**src/rtl/apb_req_queue.sv**
```systemverilog
// ============================================================================
// apb_req_queue
// ----------------------------------------------------------------------------
// Request buffer / sequencer sitting directly upstream of the APB bridge
// wrapper. Commands arrive on a valid/ready port and are held in a
// DEPTH-entry FIFO. The head command is presented to the bridge one at a time
// on registered SWRITE/SADDR/SWDATA/SSTRB/SPROT with 'transfer' high for the
// whole access. Each command produces exactly one response pulse, carrying
// PRDATA for reads.
//
// Optional feature (compile-time macro APB_REQ_TIMEOUT_EN):
//   defined   : a BUSY-cycle counter aborts a command after TIMEOUT_CYCLES
//               cycles without xfer_done and reports it with rsp_err=1.
//   undefined : no counter, rsp_err is tied low, BUSY waits for xfer_done.
//
// Ports
//   PCLK, PRESETn          clock (rising edge) / async active-low reset
//   req_valid, req_ready   command handshake (ready = FIFO not full)
//   req_write/addr/wdata/strb/prot   command fields
//   SWRITE/SADDR/SWDATA/SSTRB/SPROT  registered command to the bridge
//   transfer               high throughout an access to the bridge
//   PRDATA, xfer_done      read data / access-complete from the bridge
//   rsp_valid              one-cycle pulse per completed command
//   rsp_write, rsp_rdata, rsp_err    response fields, held until next response
// ============================================================================

`ifndef APB_ADDR_WIDTH
`define APB_ADDR_WIDTH 32
`endif
`ifndef APB_DATA_WIDTH
`define APB_DATA_WIDTH 32
`endif
`ifndef APB_STRB_WIDTH
`define APB_STRB_WIDTH 4
`endif
`ifndef APB_PROT_WIDTH
`define APB_PROT_WIDTH 3
`endif

module apb_req_queue #(
    parameter int ADDR_W         = `APB_ADDR_WIDTH,
    parameter int DATA_W         = `APB_DATA_WIDTH,
    parameter int STRB_W         = `APB_STRB_WIDTH,
    parameter int PROT_W         = `APB_PROT_WIDTH,
    parameter int DEPTH          = 4,
    parameter int TIMEOUT_CYCLES = 16
) (
    input  logic              PCLK,
    input  logic              PRESETn,
    input  logic              req_valid,
    output logic              req_ready,
    input  logic              req_write,
    input  logic [ADDR_W-1:0] req_addr,
    input  logic [DATA_W-1:0] req_wdata,
    input  logic [STRB_W-1:0] req_strb,
    input  logic [PROT_W-1:0] req_prot,
    output logic              SWRITE,
    output logic [ADDR_W-1:0] SADDR,
    output logic [DATA_W-1:0] SWDATA,
    output logic [STRB_W-1:0] SSTRB,
    output logic [PROT_W-1:0] SPROT,
    output logic              transfer,
    input  logic [DATA_W-1:0] PRDATA,
    input  logic              xfer_done,
    output logic              rsp_valid,
    output logic              rsp_write,
    output logic [DATA_W-1:0] rsp_rdata,
    output logic              rsp_err
);

    localparam int PTR_W   = (DEPTH > 1) ? $clog2(DEPTH) : 1;
    localparam int CNT_W   = $clog2(DEPTH + 1);
    localparam int ENTRY_W = 1 + ADDR_W + DATA_W + STRB_W + PROT_W;

    // Pointers wrap by natural overflow, which is why DEPTH must be a power of 2.
    if (DEPTH < 2 || (DEPTH & (DEPTH - 1)) != 0 || TIMEOUT_CYCLES < 1) begin : g_bad_params
        $error("apb_req_queue: DEPTH must be a power of 2 >= 2 and TIMEOUT_CYCLES >= 1");
    end

    typedef enum logic {
        IDLE = 1'b0,
        BUSY = 1'b1
    } state_t;

    state_t             state;
    logic [ENTRY_W-1:0] fifo_mem [DEPTH];
    logic [PTR_W-1:0]   wr_ptr;
    logic [PTR_W-1:0]   rd_ptr;
    logic [CNT_W-1:0]   count;

    logic               push;
    logic               pop;
    logic               tmo_hit;

    logic               head_write;
    logic [ADDR_W-1:0]  head_addr;
    logic [DATA_W-1:0]  head_wdata;
    logic [STRB_W-1:0]  head_strb;
    logic [PROT_W-1:0]  head_prot;

    // Ready looks only at the registered count, so a full FIFO refuses a push
    // even in a cycle where the head is being popped.
    assign req_ready = (count != CNT_W'(DEPTH));
    assign push      = req_valid && req_ready;
    assign pop       = (state == BUSY) && (xfer_done || tmo_hit);

    assign {head_write, head_addr, head_wdata, head_strb, head_prot} = fifo_mem[rd_ptr];

    // Storage array: contents need no reset because count gates every read.
    always_ff @(posedge PCLK) begin
        if (push) begin
            fifo_mem[wr_ptr] <= {req_write, req_addr, req_wdata, req_strb, req_prot};
        end
    end

    // Pointer and occupancy bookkeeping. The head entry stays counted while it
    // is in flight and only leaves the FIFO when its access completes.
    always_ff @(posedge PCLK or negedge PRESETn) begin
        if (!PRESETn) begin
            wr_ptr <= '0;
            rd_ptr <= '0;
            count  <= '0;
        end else begin
            if (push) begin
                wr_ptr <= wr_ptr + 1'b1;
            end
            if (pop) begin
                rd_ptr <= rd_ptr + 1'b1;
            end
            case ({push, pop})
                2'b10:   count <= count + 1'b1;
                2'b01:   count <= count - 1'b1;
                default: count <= count;
            endcase
        end
    end

    // Sequencer: IDLE latches the head into the bridge registers, BUSY holds
    // them until the access ends. Returning to IDLE for a cycle guarantees a
    // transfer-low gap between consecutive commands.
    always_ff @(posedge PCLK or negedge PRESETn) begin
        if (!PRESETn) begin
            state     <= IDLE;
            SWRITE    <= 1'b0;
            SADDR     <= '0;
            SWDATA    <= '0;
            SSTRB     <= '0;
            SPROT     <= '0;
            transfer  <= 1'b0;
            rsp_valid <= 1'b0;
            rsp_write <= 1'b0;
            rsp_rdata <= '0;
        end else begin
            rsp_valid <= 1'b0;
            case (state)
                IDLE: begin
                    if (count != '0) begin
                        SWRITE   <= head_write;
                        SADDR    <= head_addr;
                        SWDATA   <= head_wdata;
                        SSTRB    <= head_strb;
                        SPROT    <= head_prot;
                        transfer <= 1'b1;
                        state    <= BUSY;
                    end
                end
                BUSY: begin
                    if (pop) begin
                        transfer  <= 1'b0;
                        rsp_valid <= 1'b1;
                        rsp_write <= SWRITE;
                        // Writes and aborted commands return zero data.
                        rsp_rdata <= (SWRITE || tmo_hit) ? '0 : PRDATA;
                        state     <= IDLE;
                    end
                end
                default: state <= IDLE;
            endcase
        end
    end

`ifdef APB_REQ_TIMEOUT_EN
    localparam int TMO_W = $clog2(TIMEOUT_CYCLES + 1);

    logic [TMO_W-1:0] tmo_cnt;
    logic             rsp_err_q;

    // xfer_done wins over an expiring timeout in the same cycle.
    assign tmo_hit = (state == BUSY) && !xfer_done
                     && (tmo_cnt == TMO_W'(TIMEOUT_CYCLES - 1));
    assign rsp_err = rsp_err_q;

    // Counter sits at zero in IDLE so every BUSY entry starts a fresh count;
    // the error flag is rewritten with each response and held in between.
    always_ff @(posedge PCLK or negedge PRESETn) begin
        if (!PRESETn) begin
            tmo_cnt   <= '0;
            rsp_err_q <= 1'b0;
        end else begin
            if (state == IDLE || pop) begin
                tmo_cnt <= '0;
            end else begin
                tmo_cnt <= tmo_cnt + 1'b1;
            end
            if (pop) begin
                rsp_err_q <= tmo_hit;
            end
        end
    end
`else
    assign tmo_hit = 1'b0;
    assign rsp_err = 1'b0;
`endif

endmodule
```
**config.mk**
```make
export PLATFORM = sky130hd
export DESIGN_NAME = apb_req_queue
export DESIGN_NICKNAME = d
export VERILOG_FILES = /design/src/rtl/apb_req_queue.sv
export SDC_FILE = /design/constraint.sdc
export NUM_CORES = 1
export LEC_CHECK = 0
export CORE_ASPECT_RATIO = 0.6
export CORE_MARGIN = 2
export CORE_UTILIZATION = 49
export DETAILED_ROUTE_END_ITERATION = 16
export PLACE_DENSITY = 0.84
export RECOVER_POWER = 100
export SYNTH_ARGS = -nofsm -noshare
export SYNTH_HDL_FRONTEND = slang
export SYNTH_SLANG_ARGS = --single-unit
```
**constraint.sdc**
```tcl
create_clock -name PCLK -period 2.96 [get_ports PCLK]
set_input_delay 0.888 -clock PCLK [delete_from_list [all_inputs] [get_ports PCLK]]
set_output_delay 0.888 -clock PCLK [all_outputs]
set_load 0.02 [all_outputs]
```
==> qor.csv <==
metric;value;unit
commonest non-fill, non-tap cell in the layout;edfxtp_1;
root buffer selected by CTS;clkbuf_16;
layout cells sized above 1;0.225;
Worst EP arrival;1970;ps
Setup Fix Bufs, Post-CTS;0;
post-cts hold buffer count;0;
Layout area overhead;25.2;%
CP required;2070;ps
Initial DRT Pass Iterations;5;
startpoint types;flip-flop;
Slew Limit Fails;39;
failing checks;max-capacitance violations, max-slew violations;
clock buffer depth;3;
P per Cell Area;1020;nW/um^2
Min Hold Slack;480;ps
final net count;1061;
GPL Wtd Cong;0.738;
core area;30000;um^2
Congestion Overflow GR;0;
Final Util;0.624;
# setup viols final;0;
Synth Area per Inst;20.9;um^2
Fmax achieved;349;MHz
Initial Util;0.499;
Mapped Nets;828;
DRT Wirelength;29200;um
Cell variety after synth;28;
Final min period;2860;ps
Finished Cell Area;18700;um^2
FP Rows;49;
die height;139;um
first-pass GRT wire length;45400;um
via/cell ratio;5.28;
Routed wire per std cell;21.1;um
status;complete, but fails checks;
DP Area;17600;um^2
most frequent cells in the layout;288 x edfxtp_1, 181 x dlygate4sd3_1, 114 x dfrtp_1;
Worst Tran Pin Value;2380;ps
Clock Sink Count;403;
Die ar.;32000;um^2
critical path class;flip-flop to output port;
CTS buffer count;37;
die width;230;um
TNS Setup;0;ps
yosys warns;0;
vias in the first global route;7802;
worst-path fanout max;6;
worst clock skew;21.0;ps
GRT Overall Usage;0.187;
worst skew pair latency;530;ps
pin count of the biggest net entering global routing;73;
detailed placement HPWL;17800;um
Max Cap Viol;1;
number of synthesized register bits;403;
Final Cycle Share;0.967;
Mapped Cells;714;
LEAKAGE;0.00669;uW
slew margin rel.;-0.586;
initial antenna violation count;8;
post-CTS resize count;0;
DR DRC count;0;
post-route ant nets;0;
fill count;2068;
sequential area share after synthesis;0.771;
Clock transition at path regs;70;ps
PnR Total Power;19100;uW
I/O pin cnt;217;
I/O Buffers;215;
H-Tree Depth;2;
Via Count;7331;
final hold vios;0;
Starting DRT DRC Count;555;
CTS tree;yes;
Peak VDD IR;0.000629;V
Hold Path Class;flip-flop to flip-flop;
RSZ-0062 raised after global routing;false;
Syn Std Cell Area;15000;um^2
Worst Setup End Kind;output port;
worst paths after layout:
| path | start | depth (start not counted) | to | slack, ps |
|---|---|---|---|---|
| worst max-delay path | count[1] | 2 | req_ready | 100 |
| worst min-delay path | rsp_rdata[24] | 2 | rsp_rdata[24] | 480 |
| max in group asynchronous | PRESETn | 2 | rsp_rdata[24] | 500 |
| min in group asynchronous | PRESETn | 1 | SADDR[23] | 1090 |
| worst max register to register | rd_ptr[0] | 3 | SADDR[13] | 360 |
| worst min register to register | rsp_rdata[24] | 2 | rsp_rdata[24] | 480 |
cell usage after synthesis, drive strengths merged:
master | number | area [um^2]
conb | 1 | 3.75
nand2b | 32 | 200
dfrtp | 115 | 2880
xnor2 | 4 | 35.0
nor2 | 2 | 10.0
fa | 1 | 20.0
and3 | 4 | 25.0
o21ai | 32 | 160
mux2 | 74 | 833
edfxtp | 288 | 8650
nand2 | 34 | 128
clkbuf | 15 | 56.3
buf | 19 | 183
mux2i | 1 | 10.0
nor3 | 1 | 5.00
a21oi | 1 | 5.00
inv | 8 | 30.0
and2 | 1 | 6.26
xor2 | 2 | 17.5
or3b | 1 | 8.76
ha | 5 | 62.6
o21a | 1 | 7.51
mux4 | 72 | 1620
worst max-delay path, stage by stage, from the launching register on:
cell and delay, ps:
dfrtp_1 400, or3b_1 470, clkdlybuf4s50_1 580
registers in the layout, summed over array words and instances, names as in the netlist:
signal     cells
SSTRB          4
fifo_mem     288
SPROT          3
SADDR         32
SWDATA        32
rsp_rdata     32
wr_ptr         2
rd_ptr         2
rsp_valid      1
count          3
transfer       1
state          1
SWRITE         1
rsp_write      1
report_power, final:
| group | internal [uW] | leakage, uW | switching [uW] |
|---|---|---|---|
| clock network | 2560 | 0.000572 | 1980 |
| logic | 3030 | 0.00209 | 3010 |
| registers | 7750 | 0.00403 | 793 |
| total | 13300 | 0.00669 | 5790 |
kinds of logic after synthesis:
logic type               after synthesis  synth area share
multiplexers                         147             0.165
other                                  1          0.000251
AND/OR/NAND/NOR                       75            0.0256
AO/OA/AOI/OAI                         34            0.0115
adder cells (fa/ha/maj)                6           0.00552
flip-flops                           403             0.771
buffers and inverters                 42            0.0180
XOR/XNOR                               6           0.00351
metrics by stage:
stage	std cells	setup slack [ps]
6_report	1388	97.1
5_1_grt	1387	38.4
4_1_cts	1384	43.6
3_5_place_dp	1316	190
3_3_place_gp	1316	247
2_1_floorplan	714	706
metal layers:
layer	part of all wire	track usage	vias to the layer above
li1	-	-	3255
met1	0.44	0.264	3829
met2	0.48	0.298	205
met3	0.062	0.0484	36
met4	0.014	0.0441	6
met5	0.0014	0	-
layout make-up:
| type | instances | area [um^2] | area share |
|---|---|---|---|
| Clock inverter | 13 | 77.6 | 0.00414 |
| Sequential cell | 403 | 11500 | 0.616 |
| Clock buffer | 55 | 1090 | 0.0580 |
| Antenna cell | 4 | 10.0 | 0.000535 |
| Tap cell | 408 | 510 | 0.0273 |
| Timing Repair Buffer | 228 | 2300 | 0.123 |
| Multi-Input combinational cell | 269 | 3170 | 0.169 |
| Inverter | 8 | 30.0 | 0.00160 |
(Power assumes the default switching activity.)
